===== config.mk =====
export PLATFORM = sky130hd
export DESIGN_NAME = runway_light_seq
export DESIGN_NICKNAME = d
export VERILOG_FILES = /design/src/rtl/runway_pkg.sv /design/src/rtl/runway_light_seq_tick_prescaler.sv /design/src/rtl/runway_light_seq.sv
export SDC_FILE = /design/constraint.sdc
export NUM_CORES = 1
export LEC_CHECK = 0
export BUFFER_PORTS_ARGS = -buffer_cell sky130_fd_sc_hd__buf_2
export CORE_AREA = 3 3 49 51
export DETAILED_ROUTE_END_ITERATION = 10
export DIE_AREA = 0 0 52 54
export GPL_TIMING_DRIVEN = 0
export PLACE_DENSITY = 0.78
export SETUP_SLACK_MARGIN = 0.4
export SLEW_MARGIN = 25
export SYNTH_ARGS = -nofsm -noshare
export SYNTH_HDL_FRONTEND = slang
export SYNTH_SLANG_ARGS = --single-unit

===== constraint.sdc =====
create_clock -name clk -period 1.3 [get_ports clk]
set_input_delay 0.195 -clock clk [delete_from_list [all_inputs] [get_ports clk]]
set_output_delay 0.195 -clock clk [all_outputs]
set_load 0.02 [all_outputs]

===== src/rtl/runway_pkg.sv =====
// runway_pkg: wind codes and pattern helpers shared by the runway light sequencer.
package runway_pkg;
  typedef enum logic [1:0] {
    WIND_CALM = 2'b00,
    WIND_UP   = 2'b01,
    WIND_DOWN = 2'b10,
    WIND_BAD  = 2'b11
  } wind_e;

  function automatic logic [31:0] calm_pattern(input logic [4:0] i, input logic [5:0] n);
    return (32'd1 << i) | (32'd1 << (n - 6'd1 - {1'b0, i}));
  endfunction

  function automatic logic is_onehot(input logic [31:0] v);
    return (v != 32'd0) && ((v & (v - 32'd1)) == 32'd0);
  endfunction
endpackage


===== src/rtl/runway_light_seq_tick_prescaler.sv =====
// tick_prescaler: free-running 0..TICK_DIV-1 counter, tick high on the terminal count.
module tick_prescaler #(
  parameter int TICK_DIV = 4
) (
  input  logic clk,
  input  logic reset,
  output logic tick
);
  localparam int W = TICK_DIV > 1 ? $clog2(TICK_DIV) : 1;
  logic [W-1:0] cnt_q, cnt_d;
  assign tick = cnt_q == W'(TICK_DIV - 1);
  always_comb cnt_d = tick ? '0 : cnt_q + 1'b1;
  always_ff @(posedge clk) cnt_q <= reset ? '0 : cnt_d;
endmodule


===== src/rtl/runway_light_seq.sv =====
// runway_light_seq: calm converging pair / directional sweep lamp sequencer.
// RUNWAY_LIGHT_SEQ_ERR_EN makes code 11 hold the pattern and raise err.
module runway_light_seq
  import runway_pkg::*;
#(
  parameter int N_LIGHTS = 8,
  parameter int TICK_DIV = 4
) (
  input  logic                clk,
  input  logic                reset,
  input  logic [1:0]          wind,
  output logic [N_LIGHTS-1:0] lights,
  output logic                step,
  output logic                err
);
  localparam int CI_MAX = (N_LIGHTS + 1) / 2 - 1;
  localparam int CIW = $clog2(CI_MAX + 1);
  localparam logic [N_LIGHTS-1:0] CALM0 = N_LIGHTS'(calm_pattern(5'd0, 6'(N_LIGHTS)));
  logic tick, legal, onehot;
  logic [N_LIGHTS-1:0] lights_q, lights_d;
  logic [CIW-1:0] ci_q, ci_d, ci_n;
  logic calm_q, calm_d, step_q, err_q, err_d;
  wind_e mode;
  tick_prescaler #(.TICK_DIV(TICK_DIV)) u_presc (.clk(clk), .reset(reset), .tick(tick));
`ifdef RUNWAY_LIGHT_SEQ_ERR_EN
  assign legal = wind != WIND_BAD;
`else
  assign legal = 1'b1;
`endif
  assign mode = wind_e'(wind);
  assign onehot = is_onehot(32'(lights_q));
  always_comb begin
    ci_n = calm_q ? (ci_q == CIW'(CI_MAX) ? '0 : ci_q + 1'b1) : '0;
    lights_d = lights_q;
    ci_d = ci_q;
    calm_d = calm_q;
    err_d = tick ? !legal : err_q;
    if (tick && legal) begin
      if (mode == WIND_UP) begin
        lights_d = onehot ? {lights_q[N_LIGHTS-2:0], lights_q[N_LIGHTS-1]} : N_LIGHTS'(1);
        calm_d = 1'b0;
      end else if (mode == WIND_DOWN) begin
        lights_d = onehot ? {lights_q[0], lights_q[N_LIGHTS-1:1]} : {1'b1, {(N_LIGHTS-1){1'b0}}};
        calm_d = 1'b0;
      end else begin
        ci_d = ci_n;
        lights_d = N_LIGHTS'(calm_pattern(5'(ci_n), 6'(N_LIGHTS)));
        calm_d = 1'b1;
      end
    end
  end
  always_ff @(posedge clk) begin
    if (reset) begin
      lights_q <= CALM0;
      ci_q <= '0;
      calm_q <= 1'b1;
      step_q <= 1'b0;
      err_q <= 1'b0;
    end else begin
      lights_q <= lights_d;
      ci_q <= ci_d;
      calm_q <= calm_d;
      step_q <= tick;
      err_q <= err_d;
    end
  end
  assign lights = lights_q;
  assign step = step_q;
  assign err = err_q;
endmodule


# Word level (Yosys, flattened, before mapping)
# Index checks and enable logic that the tools add are counted.
[word_totals]
input_bits = 4
output_inout_bits = 10
elab_cells = 32
register_bits = 14
[op_classes]
addsub = 4
bitwise_logic = 4
shifts = 2
muxes = 8
n_eq_ne = 4
n_reduce_logical = 5
[ops]
columns = ["cell", "n"]
rows = [
  ["AND 8 x 32 -> 32 bit", 1],
  ["logical NOT 32 bit", 1],
  ["two-way mux 8 bit", 4],
  ["subtractor 8 x 1 -> 9 bit (second input constant)", 1],
  ["OR 8 bit", 1],
  ["nonzero test 8 bit", 1],
  ["<< shifter 1 x 2 -> 8 bit (first input constant)", 1],
  ["<< shifter 1 x 6 -> 8 bit (first input constant)", 1],
  ["== test 2 bit (second input constant)", 3],
  ["adder 2 x 1 -> 2 bit (second input constant)", 2],
  ["two-way mux 2 bit", 2],
  ["subtractor 3 x 2 -> 4 bit (first input constant)", 1],
  ["AND reduction 3 bit", 1],
  ["== test 2 x 1 -> 1 bit (second input constant)", 1],
  ["two-way mux 1 bit", 2],
  ["NOT 1 bit", 2],
  ["OR reduction 2 bit", 1],
  ["logical AND 1 bit", 1],
]

# Depth between registers and ports, before layout
# Gate-level depths: netlist (run 1).
[depth]
word_depth = 8
ltp_mapped = 7
mapped_depth_nobuf = 6

# Cells and area by module
# A second synthesis (run 1) with hierarchy kept.
[hier_totals]
hier_cells = 117
area_unflattened_um2 = 949.7
[modules_own_cells]
columns = ["module", "seq_area_each_um2", "area_per_inst_um2", "n_inst", "cells_per_inst"]
rows = [
  ["runway_light_seq", 240.2, 874.6, 1, 112],
  ["tick_prescaler", 40.0, 75.1, 1, 5],
]

# Worst setup path after synthesis (run 1)
# OpenSTA, ideal clock, no wires.
[synth_timing]
kind = "register to register"
start = "register lights_q[5], in the netlist lights[5]"
end = "register lights_q[3], in the netlist lights[3]"
required_ns = 1.182
setup_slack_ns = -0.246
setup_time_ns = 0.118
stages_incl_launch_ff = 7
period_less_slack_ns = 1.546
t_arrival_ns = 1.428
n_path_buf = 1
cell_sequence = "dfxtp_1 clkbuf_2 xor2_1 a211o_1 and3_4 a21oi_1 o21ai_1"
[synth_between]
elab_chain_len = 7
elab_cells_between_ends = 9
classes_between = "add/sub (1); mux (4); bitwise (1); reduce/logical (3)"
[synth_rtl]
columns = ["element", "line_no", "source"]
rows = [
  ["start: declaration", "runway_light_seq.sv:20", "logic [N_LIGHTS-1:0] lights_q, lights_d;"],
  ["start signal: assignment", "runway_light_seq.sv:60", "lights_q <= lights_d;"],
  ["subtractor 8 x 1 -> 9 bit", "runway_pkg.sv:15", "return (v != 32'd0) && ((v & (v - 32'd1)) == 32'd0);"],
  ["AND 8 x 32 -> 32 bit", "runway_pkg.sv:15", ""],
  ["logical NOT 32 bit", "runway_pkg.sv:15", ""],
  ["logical AND 1 bit *", "runway_pkg.sv:15", ""],
  ["two-way mux 8 bit", "runway_light_seq.sv:43", "lights_d = onehot ? {lights_q[0], lights_q[N_LIGHTS-1:1]} : {1'b1, {(N_LIGHTS-1){1'b0}}};"],
  ["two-way mux 8 bit", "runway_light_seq.sv:42", "end else if (mode == WIND_DOWN) begin"],
  ["two-way mux 8 bit *", "runway_light_seq.sv:39", "if (mode == WIND_UP) begin"],
]
# Mark *: on every way between the ends. The rest lies on a longest branch, timed or not.
# A chain may end at the register's enable or synchronous reset.

# Worst setup path in the final report (run 1)
[layout_timing]
start = "register lights_q[5], in the netlist lights[5]"
end = "register lights_q[2], in the netlist lights[2]"
# The elaborated chain is that of the path after synthesis.

==> impl_metrics.env, run 1 <==
export IMPL_fmax_mhz=670.2
export IMPL_max_cap_violations=0
export IMPL_avgSynthCellArea_um2=8.191
export IMPL_fillers=134
export IMPL_regArea_um2=306.5
export IMPL_synth_top_family_by_area="simple AND/OR/NAND/NOR gates"
export IMPL_via_count=1032
export IMPL_async_reset_ff_share_pct=0
export IMPL_grt_overflow_total=0
export IMPL_failed_checks="negative setup slack"
export IMPL_grt_busiest_layer="met2"
export IMPL_cts_tree="done"
export IMPL_gr_usage_met2_pct=36.19
export IMPL_cts_inserted_buffers=3
export IMPL_clk_root_buffer_cell="clkbuf_4"
export IMPL_numPortBuffers=11
export IMPL_dp_hpwl_um=1549
export IMPL_crit_required_ps=1510
export IMPL_clock_skew_ps=5.486
export IMPL_fin_crit_ps=1492
export IMPL_cp_slowest_cell="dfxtp_2"
export IMPL_drv_slew=0
export IMPL_grt_usage_pct=19.92
export IMPL_dpl_instance_area_um2=1150
export IMPL_fin_ws_ps=-192.1
export IMPL_cp_top_family="simple AND/OR/NAND/NOR gates"
export IMPL_drt_wl_total_um=2928
export IMPL_final_period_utilization_pct=114.8
export IMPL_fin_worst_hold_slack_ps=320.8
export IMPL_final_nets=163
export IMPL_antenna_left=0
export IMPL_crit_fanout=6
export IMPL_syn_inst=119
export IMPL_fin_area_um2=1494
export IMPL_grt_max_degree=11
export IMPL_grt_met3_usage_pct=4.155
export IMPL_postCtsHoldBufs=0
export IMPL_fin_util_pct=75.38
export IMPL_num_antenna_cells=0
export IMPL_die_y_um=54
export IMPL_ir_drop_v=0.0007876
export IMPL_ios=14
export IMPL_h_tree_depth=1
export IMPL_yosys_area_top_type="dfxtp_1"
export IMPL_synth_distinct_cells=41
export IMPL_clk_pin_slew_ps=90
export IMPL_power_uw=1125
export IMPL_mappedNetlistNets=127
export IMPL_drive_above_1_share_pct=51.95
export IMPL_worstSetupPathType="flop to flop"
export IMPL_viasPerCell=5.702
export IMPL_met1_usage_pct=23.63
export IMPL_hold_viol=0
export IMPL_initial_utilization_pct=49.18
export IMPL_ys_ff_latch=14
export IMPL_die_area_um2=2808
export IMPL_synth_seq_area_share_pct=28.75
export IMPL_setup_violations=9
export IMPL_status="complete, but fails checks"
export IMPL_tightest_slew_ps=546.1
export IMPL_cp_start_kind="flop"
export IMPL_worstPathCellList="buf_8, nor4b_4, a211o_1, and3_4, a21oi_1, o21ai_1"
export IMPL_relSlewSlack_pct=63.59
export IMPL_netlist_area_leader_share_pct=28.75
export IMPL_yosys_warnings=0
export IMPL_synth_compound_area_share_pct=21.18
export IMPL_wl_per_cell_um=16.18
export IMPL_cellLeakagePower_uw=0.0005805
export IMPL_synth_simple_area_share_pct=35.69
export IMPL_drc=0
export IMPL_synth_area_um2=974.7
export IMPL_core_um2=1982
export IMPL_clk_insertion_delay_late_ps=280
export IMPL_crit_buf_inv=1
export IMPL_grt_pass1_wl_um=4202
export IMPL_synth_enable_flop_cells=0
export IMPL_synth_flop_cell="dfxtp_1"
export IMPL_antenna_found_initial=0
export IMPL_arrival_ps=1700
export IMPL_cp_end_kind="flop"
export IMPL_synth_area_mux_share_pct=0
export IMPL_grt_setup_unrepaired="true"
export IMPL_firstDrtPassIters=4
export IMPL_yosys_area_share_adder_pct=5.135
export IMPL_rows=16
export IMPL_synthXorXnorAreaFrac_pct=0.8986
export IMPL_multi_input_area_um2=735.7
export IMPL_gp_congestion=0.8561
export IMPL_area_growth_pct=53.27
export IMPL_powerDensity_nw_per_um2=752.8
export IMPL_slowest_delay_ps=350
export IMPL_clock_path_buffers=2
export IMPL_grt_pass1_vias=939
export IMPL_cts_sinks=14
export IMPL_drtIter0Drc=29
export IMPL_dieWidth_um=52
export IMPL_synth_area_leaders="dfxtp_1 29%, nand2_1 6.2%, ha_1 5.1%"
export IMPL_holdCritPathClass="input pin to flop"
-- final timing paths --
check                                      start                to  slack [ps]  cells past startpoint
worst max-delay path                   lights[5]         lights[2]        -190                      6
worst min-delay path                     wind[1]            calm_q         320                      4
worst min register to register  u_presc.cnt_q[0]  u_presc.cnt_q[0]         450                      1
worst max register to register         lights[5]         lights[2]        -190                      6
-- state kept, by name (all words and copies together), names as in the netlist --
name           count
step               1
u_presc.cnt_q      2
lights             8
calm_q             1
ci_q               2
-- kinds of logic after synthesis --
group,count (synthesis)
xor+xnor,1
buf+inv,14
other cells,1
flops,14
simple gates,54
compound gates,31
fa+ha+maj,4
-- power breakdown --
part           switching [µW]  internal, µW
Combinational             159           158
Sequential               33.3           451
Clock                     153           170
-- stage by stage --
stage / TNS [ps] / setup WS, ps / cells
finish: -1294 / -192.1 / 181
global route: -1965 / -274.6 / 181
CTS: -861.9 / -144.3 / 176
detailed placement: -1205 / -196.3 / 157
global placement: -949.6 / -188.2 / 157
floorplan: -364.7 / -90.12 / 119
-- final cells by class --
| class | instances | share of cell area [%] |
|---|---|---|
| buffer | 9 | 5.779 |
| clock buffer | 4 | 2.429 |
| inverter | 5 | 1.424 |
| multi-input combinational | 91 | 49.25 |
| sequential | 14 | 20.52 |
| tap | 27 | 2.261 |
| timing repair buffer | 31 | 18.34 |
-- routing by layer --
| layer | share of wire [%] | vias up |
|---|---|---|
| li1 | - | 497 |
| met1 | 42 | 487 |
| met2 | 52 | 42 |
| met3 | 4.9 | 6 |
| met4 | 0.96 | 0 |
| met5 | 0 | - |
-- cells in the mapped netlist (2+ instances only) --
cell type / n
nand2b_1: 2
nor4_4: 2
o21ai_1: 5
nor4b_1: 2
a31oi_1: 2
clkbuf_1: 2
a21oi_1: 9
nand4b_1: 3
dfxtp_1: 14
a22oi_1: 2
inv_1: 4
nand3b_1: 2
nor3_1: 4
nor3b_1: 3
nand3_1: 2
nor2_1: 11
a22o_1: 2
nor4b_2: 3
ha_1: 4
buf_4: 4
nand2_1: 16
and2_1: 2
-- what timing repair did --
action | in CTS | in global routing
endpoints found under the setup margin | 22 | 23
buffers inserted | 15 | 5
gates resized for setup | 29 | 13
pin swaps | 15 | 6
-- worst reg2reg max path: cells and delay by family (launching register included) --
kind,cells,cell delay (ps)
buffers and inverters,1,140
flip-flops,1,350
AO/OA/AOI/OAI,3,400
AND/OR/NAND/NOR,2,530
-- placed cells by master, fill, tap and decap left out, types with 2 or more instances in the layout --
cell type and n:
nor4b_2 3, ha_1 2, dfxtp_2 9, nor3b_1 3
nand4b_1 3, nor4b_4 2, nor4_4 2, nor2_1 8
nand3_2 2, o21ai_1 5, a31oi_1 2, inv_1 4
nand2_1 14, buf_4 17, a22oi_1 2, dfxtp_4 4
nor2_2 2, buf_6 16, nand2b_1 2, buf_2 3
clkbuf_1 2, nor2_4 2, ha_4 2, clkbuf_4 3
nor3_1 3, buf_8 2, a22o_1 2, nand3b_1 2
a21oi_1 8
No activity file was read; power rests on OpenSTA's default activity.
==> run 2, diff against run 1 <==
--- a/config.mk
+++ b/config.mk
@@ -5,10 +5,11 @@
 export SDC_FILE = /design/constraint.sdc
 export NUM_CORES = 1
 export LEC_CHECK = 0
+export ABC_AREA = 1
 export BUFFER_PORTS_ARGS = -buffer_cell sky130_fd_sc_hd__buf_2
-export CORE_AREA = 3 3 49 51
+export CORE_AREA = 3 3 47 49
 export DETAILED_ROUTE_END_ITERATION = 10
-export DIE_AREA = 0 0 52 54
+export DIE_AREA = 0 0 50 52
 export GPL_TIMING_DRIVEN = 0
 export PLACE_DENSITY = 0.78
 export SETUP_SLACK_MARGIN = 0.4
==> run 2 against run 1 <==
  * The run still ends with negative setup slack left
  * Critical path depth rose by 3
  * Clock power fell by 19%
  * Sequential power fell by 2%
  * Core utilization fell by 5.6 points
  * Largest power group unchanged
  * Non-clock buffer count fell by 13
  * Sequential share of layout area rose by 3.0 points
  * Register-to-register slack barely moved
  * Fmax rose by 0.41%
  * Die area fell by 7.4%
  * Via count fell by 3.9%
  * First-iteration DRC count fell by 41%
  * Power fell by 5.9%
==> impl_metrics.env, run 2 <==
export IMPL_final_common_cell="nand2_1"
export IMPL_clk_pin_slew_ps=90
export IMPL_hold_viol=0
export IMPL_netlist_area_leader_share_pct=32.14
export IMPL_yosys_warnings=0
export IMPL_drc=0
export IMPL_clock_path_buffers=2
export IMPL_viasPerCell=5.113
export IMPL_fin_crit_ps=1486
export IMPL_syn_inst=137
export IMPL_rows=16
export IMPL_synth_commonest_cells="37 x nand2_1, 17 x nor2_1, 15 x inv_1"
export IMPL_whs_path_depth=2
export IMPL_via_count=992
export IMPL_h_tree_depth=1
export IMPL_antenna_found_initial=0
export IMPL_ir_drop_v=0.0007195
export IMPL_core_um2=1902
export IMPL_cp_start_kind="flop"
export IMPL_r2r_end="lights[0]"
export IMPL_die_area_um2=2600
export IMPL_cts_sinks=14
export IMPL_arrival_ps=1690
export IMPL_yosys_area_top_type="dfxtp_1"
export IMPL_drive_above_1_share_pct=48.50
export IMPL_cp_top_family="simple AND/OR/NAND/NOR gates"
export IMPL_cp_end_kind="flop"
export IMPL_final_period_utilization_pct=114.3
export IMPL_r2r_start="lights[5]"
export IMPL_cts_tree="done"
export IMPL_path_common_cell="nand2_2"
export IMPL_largest_reg_flops=8
export IMPL_crit_buf_inv=0
export IMPL_firstDrtPassIters=4
export IMPL_worstPathCellList="nor2_4, nand3_4, nand2_2, o21ai_4, nor2_4, nand3_2, nand2_2, nand2_2, a21oi_2"
export IMPL_max_cap_violations=0
export IMPL_wl_met3_um=101
export IMPL_status="complete, but fails checks"
export IMPL_avgSynthCellArea_um2=6.366
export IMPL_synth_distinct_cells=23
export IMPL_power_uw=1059
export IMPL_failed_checks="negative setup slack"
export IMPL_synth_enable_flop_cells=0
export IMPL_hold_path_end="step"
export IMPL_crit_required_ps=1510
export IMPL_drt_wl_total_um=2461
export IMPL_synth_area_um2=872.1
export IMPL_fin_ws_ps=-186.0
export IMPL_clk_insertion_delay_late_ps=280
export IMPL_powerDensity_nw_per_um2=797.5
export IMPL_synth_area_leaders="dfxtp_1 32%, nand2_1 16%, nor2_1 7.3%"
export IMPL_holdCritStartpoint="reset"
export IMPL_wl_met1_um=995
export IMPL_ys_ff_latch=14
export IMPL_drv_slew=0
export IMPL_mappedNetlistNets=145
export IMPL_area_growth_pct=52.22
export IMPL_fmax_mhz=672.9
export IMPL_dieWidth_um=50
export IMPL_clock_skew_ps=9.787
export IMPL_holdCritPathClass="input pin to flop"
export IMPL_fin_worst_hold_slack_ps=186.2
export IMPL_wl_per_cell_um=12.69
export IMPL_synth_flop_cell="dfxtp_1"
export IMPL_reg2regPathDepth=9
export IMPL_met2WireLength_um=1325
export IMPL_synth_seq_area_share_pct=32.14
export IMPL_fin_util_pct=69.80
export IMPL_cp_slowest_cell="dfxtp_4"
export IMPL_gp_congestion=0.7798
export IMPL_top_layer="met4"
export IMPL_cellLeakagePower_uw=0.0006386
export IMPL_crit_fanout=6
export IMPL_async_reset_ff_share_pct=0
export IMPL_fillers=166
export IMPL_die_y_um=52
export IMPL_cts_inserted_buffers=3
export IMPL_final_cell_mix="30 x nand2_1, 15 x inv_1, 11 x buf_4, 11 x buf_6, 10 x nor2_1"
export IMPL_reg2reg_slack_ps=-190
export IMPL_worstSetupPathType="flop to flop"
export IMPL_grt_pass1_wl_um=3670
export IMPL_clk_root_buffer_cell="clkbuf_4"
export IMPL_initial_utilization_pct=45.86
export IMPL_final_nets=176
export IMPL_slowest_delay_ps=390
export IMPL_num_antenna_cells=0
export IMPL_pre_cts_ws_ps=-102.0
export IMPL_postCtsHoldBufs=0
export IMPL_ios=14
export IMPL_drtIter0Drc=17
export IMPL_numPortBuffers=12
export IMPL_grt_overflow_total=0
export IMPL_antenna_left=0
export IMPL_dp_hpwl_um=1447
export IMPL_place_inst=176
export IMPL_yosysMostFrequentCell="nand2_1"
export IMPL_grt_pass1_vias=879
export IMPL_grt_usage_pct=18.05
export IMPL_setup_violations=8
export IMPL_grt_max_degree=11
export IMPL_instances_no_fill=194
export IMPL_grt_setup_unrepaired="true"
==> run 2: cell families (layout without fill, tap and decap cells) <==
| kind of cell | Yosys count | count (layout) | synth area share (%) |
|---|---|---|---|
| buffers and inverters | 22 | 51 | 10.04 |
| adder cells (fa/ha/maj) | 4 | 4 | 5.739 |
| AND/OR/NAND/NOR | 74 | 75 | 37.73 |
| flip-flops | 14 | 14 | 32.14 |
| AO/OA/AOI/OAI | 22 | 22 | 13.92 |
| other | 1 | 1 | 0.4300 |
==> run 2: through the flow <==
| step | setup TNS (ps) | cell area [µm²] |
|---|---|---|
| floorplan | 0 | 928.4 |
| detailed placement | -720.0 | 1022 |
| global route | -1842 | 1328 |
| finish | -1016 | 1328 |
| global placement | -423.3 | 1022 |
| CTS | -525.2 | 1176 |
==> run 2: worst max path at each step <==
stage / from / end / cells after the start
detailed placement: lights[1] / lights[3] / 9
global placement: lights[1] / lights[3] / 9
floorplan: lights[1] / lights[7] / 9
CTS: lights[5] / lights[3] / 9
finish: lights[5] / lights[0] / 9
global route: lights[5] / lights[0] / 9
==> run 2: per-layer routing <==
metal | vias up | GRT usage, %
met1 | 463 | 20.63
met3 | 6 | 2.006
met4 | 0 | 5.530
li1 | 497 | -
met5 | - | 0
met2 | 26 | 34.57
==> run 2: report_power, final <==
| group | leakage [µW] | total, µW | switching [µW] | internal (µW) |
|---|---|---|---|---|
| clock | 0.0000150 | 262 | 143 | 119 |
| combinational | 0.000504 | 320 | 185 | 135 |
| sequential | 0.000120 | 476 | 29.5 | 447 |
==> run 2: final cells by class <==
cell class | instances | area, µm² | share of cell area, %
Multi-Input combinational cell | 102 | 643.1 | 48.44
Sequential cell | 14 | 312.8 | 23.56
Timing Repair Buffer | 25 | 219.0 | 16.49
Inverter | 20 | 80.08 | 6.032
Tap cell | 27 | 33.78 | 2.545
Clock buffer | 4 | 26.28 | 1.979
Buffer | 2 | 12.51 | 0.9425
==> run 2: repair_timing <==
action | CTS | global route
resized for setup | 25 | 28
pin swaps | 2 | 15
endpoints found under the setup margin | 22 | 21
setup buffers | 6 | 7
cloned | 1 | 0
==> run 3, diff against run 2 <==
--- a/config.mk
+++ b/config.mk
@@ -12,6 +12,7 @@
 export DIE_AREA = 0 0 50 52
 export GPL_TIMING_DRIVEN = 0
 export PLACE_DENSITY = 0.78
+export REMOVE_ABC_BUFFERS = 1
 export SETUP_SLACK_MARGIN = 0.4
 export SLEW_MARGIN = 25
 export SYNTH_ARGS = -nofsm -noshare
==> run 3 against run 2 <==
  * The flow still finishes with violations (negative setup slack)
  * Highest routed layer unchanged
  * Combinational power shrank 6.3%
  * Die area did not move
  * Largest power group unchanged
  * Core utilization fell by 2.4 points
  * Via count is 1.8% lower
  * Critical endpoint is now lights[2]
  * Clock skew down 7.1 ps
==> impl_metrics.env, run 3 (same netlist as run 2, synthesis figures left out) <==
export IMPL_final_nets=170
export IMPL_reg2reg_slack_ps=-130
export IMPL_tightest_slew_ps=508.8
export IMPL_core_um2=1902
export IMPL_setup_violations=8
export IMPL_ios=14
export IMPL_crit_buf_inv=0
export IMPL_drv_slew=0
export IMPL_initial_utilization_pct=45.86
export IMPL_worstSetupPathType="flop to flop"
export IMPL_grt_usage_pct=17.90
export IMPL_crit_required_ps=1520
export IMPL_worstPathCellList="nor2_4, nand3_4, nand2_4, o21ai_4, nor2_4, nand2_1, a21oi_2, nand2_1, o21ai_1"
export IMPL_cp_end_kind="flop"
export IMPL_crit_fanout=6
export IMPL_clk_pin_slew_ps=80
export IMPL_ir_drop_v=0.0006080
export IMPL_viasPerCell=5.209
export IMPL_final_cell_mix="33 x nand2_1, 15 x inv_1, 12 x nor2_1"
export IMPL_tns_ps=-769.7
export IMPL_cts_inserted_buffers=3
export IMPL_antenna_found_initial=0
export IMPL_via_count=974
export IMPL_cts_sinks=14
export IMPL_whs_path_depth=2
export IMPL_relSlewSlack_pct=66.08
export IMPL_arrival_ps=1650
export IMPL_rows=16
export IMPL_antenna_left=0
export IMPL_clock_skew_ps=2.645
export IMPL_cp_start_kind="flop"
export IMPL_holdCritStartpoint="reset"
export IMPL_numPortBuffers=12
export IMPL_grt_pass1_vias=910
export IMPL_r2r_end="lights[2]"
export IMPL_slowest_delay_ps=390
export IMPL_cp_slowest_cell="dfxtp_4"
export IMPL_holdCritPathClass="input pin to flop"
export IMPL_wl_per_cell_um=12.25
export IMPL_largest_reg_flops=8
export IMPL_die_area_um2=2600
export IMPL_status="complete, but fails checks"
export IMPL_power_uw=1022
export IMPL_failed_checks="negative setup slack"
export IMPL_firstDrtPassIters=4
export IMPL_fin_crit_ps=1433
export IMPL_gp_congestion=0.8071
export IMPL_fin_ws_ps=-132.6
export IMPL_drive_above_1_share_pct=45.63
export IMPL_drt_wl_total_um=2291
export IMPL_max_cap_violations=0
export IMPL_grt_overflow_total=0
export IMPL_hold_path_end="step"
export IMPL_grt_pass1_wl_um=3629
export IMPL_die_y_um=52
export IMPL_final_common_cell="nand2_1"
export IMPL_powerDensity_nw_per_um2=796.9
export IMPL_num_antenna_cells=0
export IMPL_h_tree_depth=1
export IMPL_grt_setup_unrepaired="true"
export IMPL_reg2regPathDepth=9
export IMPL_clock_path_buffers=2
export IMPL_cts_tree="done"
export IMPL_clk_root_buffer_cell="clkbuf_4"
export IMPL_clk_insertion_delay_late_ps=290
export IMPL_cellLeakagePower_uw=0.0005999
export IMPL_fmax_mhz=698.0
export IMPL_final_period_utilization_pct=110.2
export IMPL_drtIter0Drc=28
export IMPL_cp_top_family="simple AND/OR/NAND/NOR gates"
export IMPL_grt_max_degree=12
export IMPL_hold_viol=0
export IMPL_dp_hpwl_um=1484
export IMPL_area_growth_pct=47.06
export IMPL_dieWidth_um=50
export IMPL_drc=0
export IMPL_r2r_start="lights[4]"
## run 3: per-stage QoR
step	util [%]	cells	worst slack [ps]	hold WS, ps	instance area [µm²]
2_1_floorplan	-	135	-81.59	304.1	859.6
3_3_place_gp	50.13	174	-117.3	407.4	953.4
3_5_place_dp	50.13	174	-187.6	422.1	953.4
4_1_cts	60.13	181	-88.15	165.6	1144
5_1_grt	67.43	187	-207.4	184.3	1282
6_report	67.43	187	-132.6	169.8	1282
## run 3: worst max path at each step
| stage | start | cells past startpoint | slack (ps) | endpoint |
|---|---|---|---|---|
| after CTS | lights[1] | 9 | -90 | lights[2] |
| after global routing | lights[1] | 9 | -210 | lights[2] |
| after floorplan | lights[0] | 9 | -80 | lights[7] |
| final | lights[4] | 9 | -130 | lights[2] |
| after detailed placement | lights[4] | 9 | -190 | lights[2] |
| after global placement | lights[4] | 9 | -120 | lights[3] |
## run 3: cell type report
class                           instances  area (µm²)
Multi-Input combinational cell        102       650.6
Timing Repair Buffer                   21       181.4
Tap cell                               27       33.78
Fill cell                             156       619.3
Inverter                               20       80.08
Clock buffer                            3       22.52
Sequential cell                        14       314.1
## run 3: where the power goes
group	switching, µW	internal (µW)	leakage, µW
combinational	177	123	0.000466
sequential	30.1	447	0.000120
clock	137	108	0.0000138
## run 3: timing repair
| action | in CTS | in global routing |
|---|---|---|
| gates cloned | 1 | 0 |
| hold buffers | 0 | 0 |
| gates resized for setup | 45 | 27 |
| buffers inserted | 3 | 6 |
| pin swaps | 4 | 6 |
| endpoints found under the setup margin | 22 | 23 |
## run 3: worst register-to-register path, cell delays in order, from the launching register on
cell and delay (ps):
dfxtp_4 390, nor2_4 150, nand3_4 110, nand2_4 90, o21ai_4 80, nor2_4 190, nand2_1 90, a21oi_2 120
nand2_1 70, o21ai_1 80
## run 3: routing by layer
| metal | share of wire [%] | global-route usage, % | routed length [µm] | vias to the layer above |
|---|---|---|---|---|
| met5 | 0 | 0 | 0 | - |
| met4 | 2.1 | 9.677 | 49 | 0 |
| met3 | 3.7 | 1.719 | 84 | 7 |
| met2 | 54 | 33.04 | 1233 | 23 |
| met1 | 40 | 20.03 | 923 | 462 |
| li1 | - | - | - | 482 |
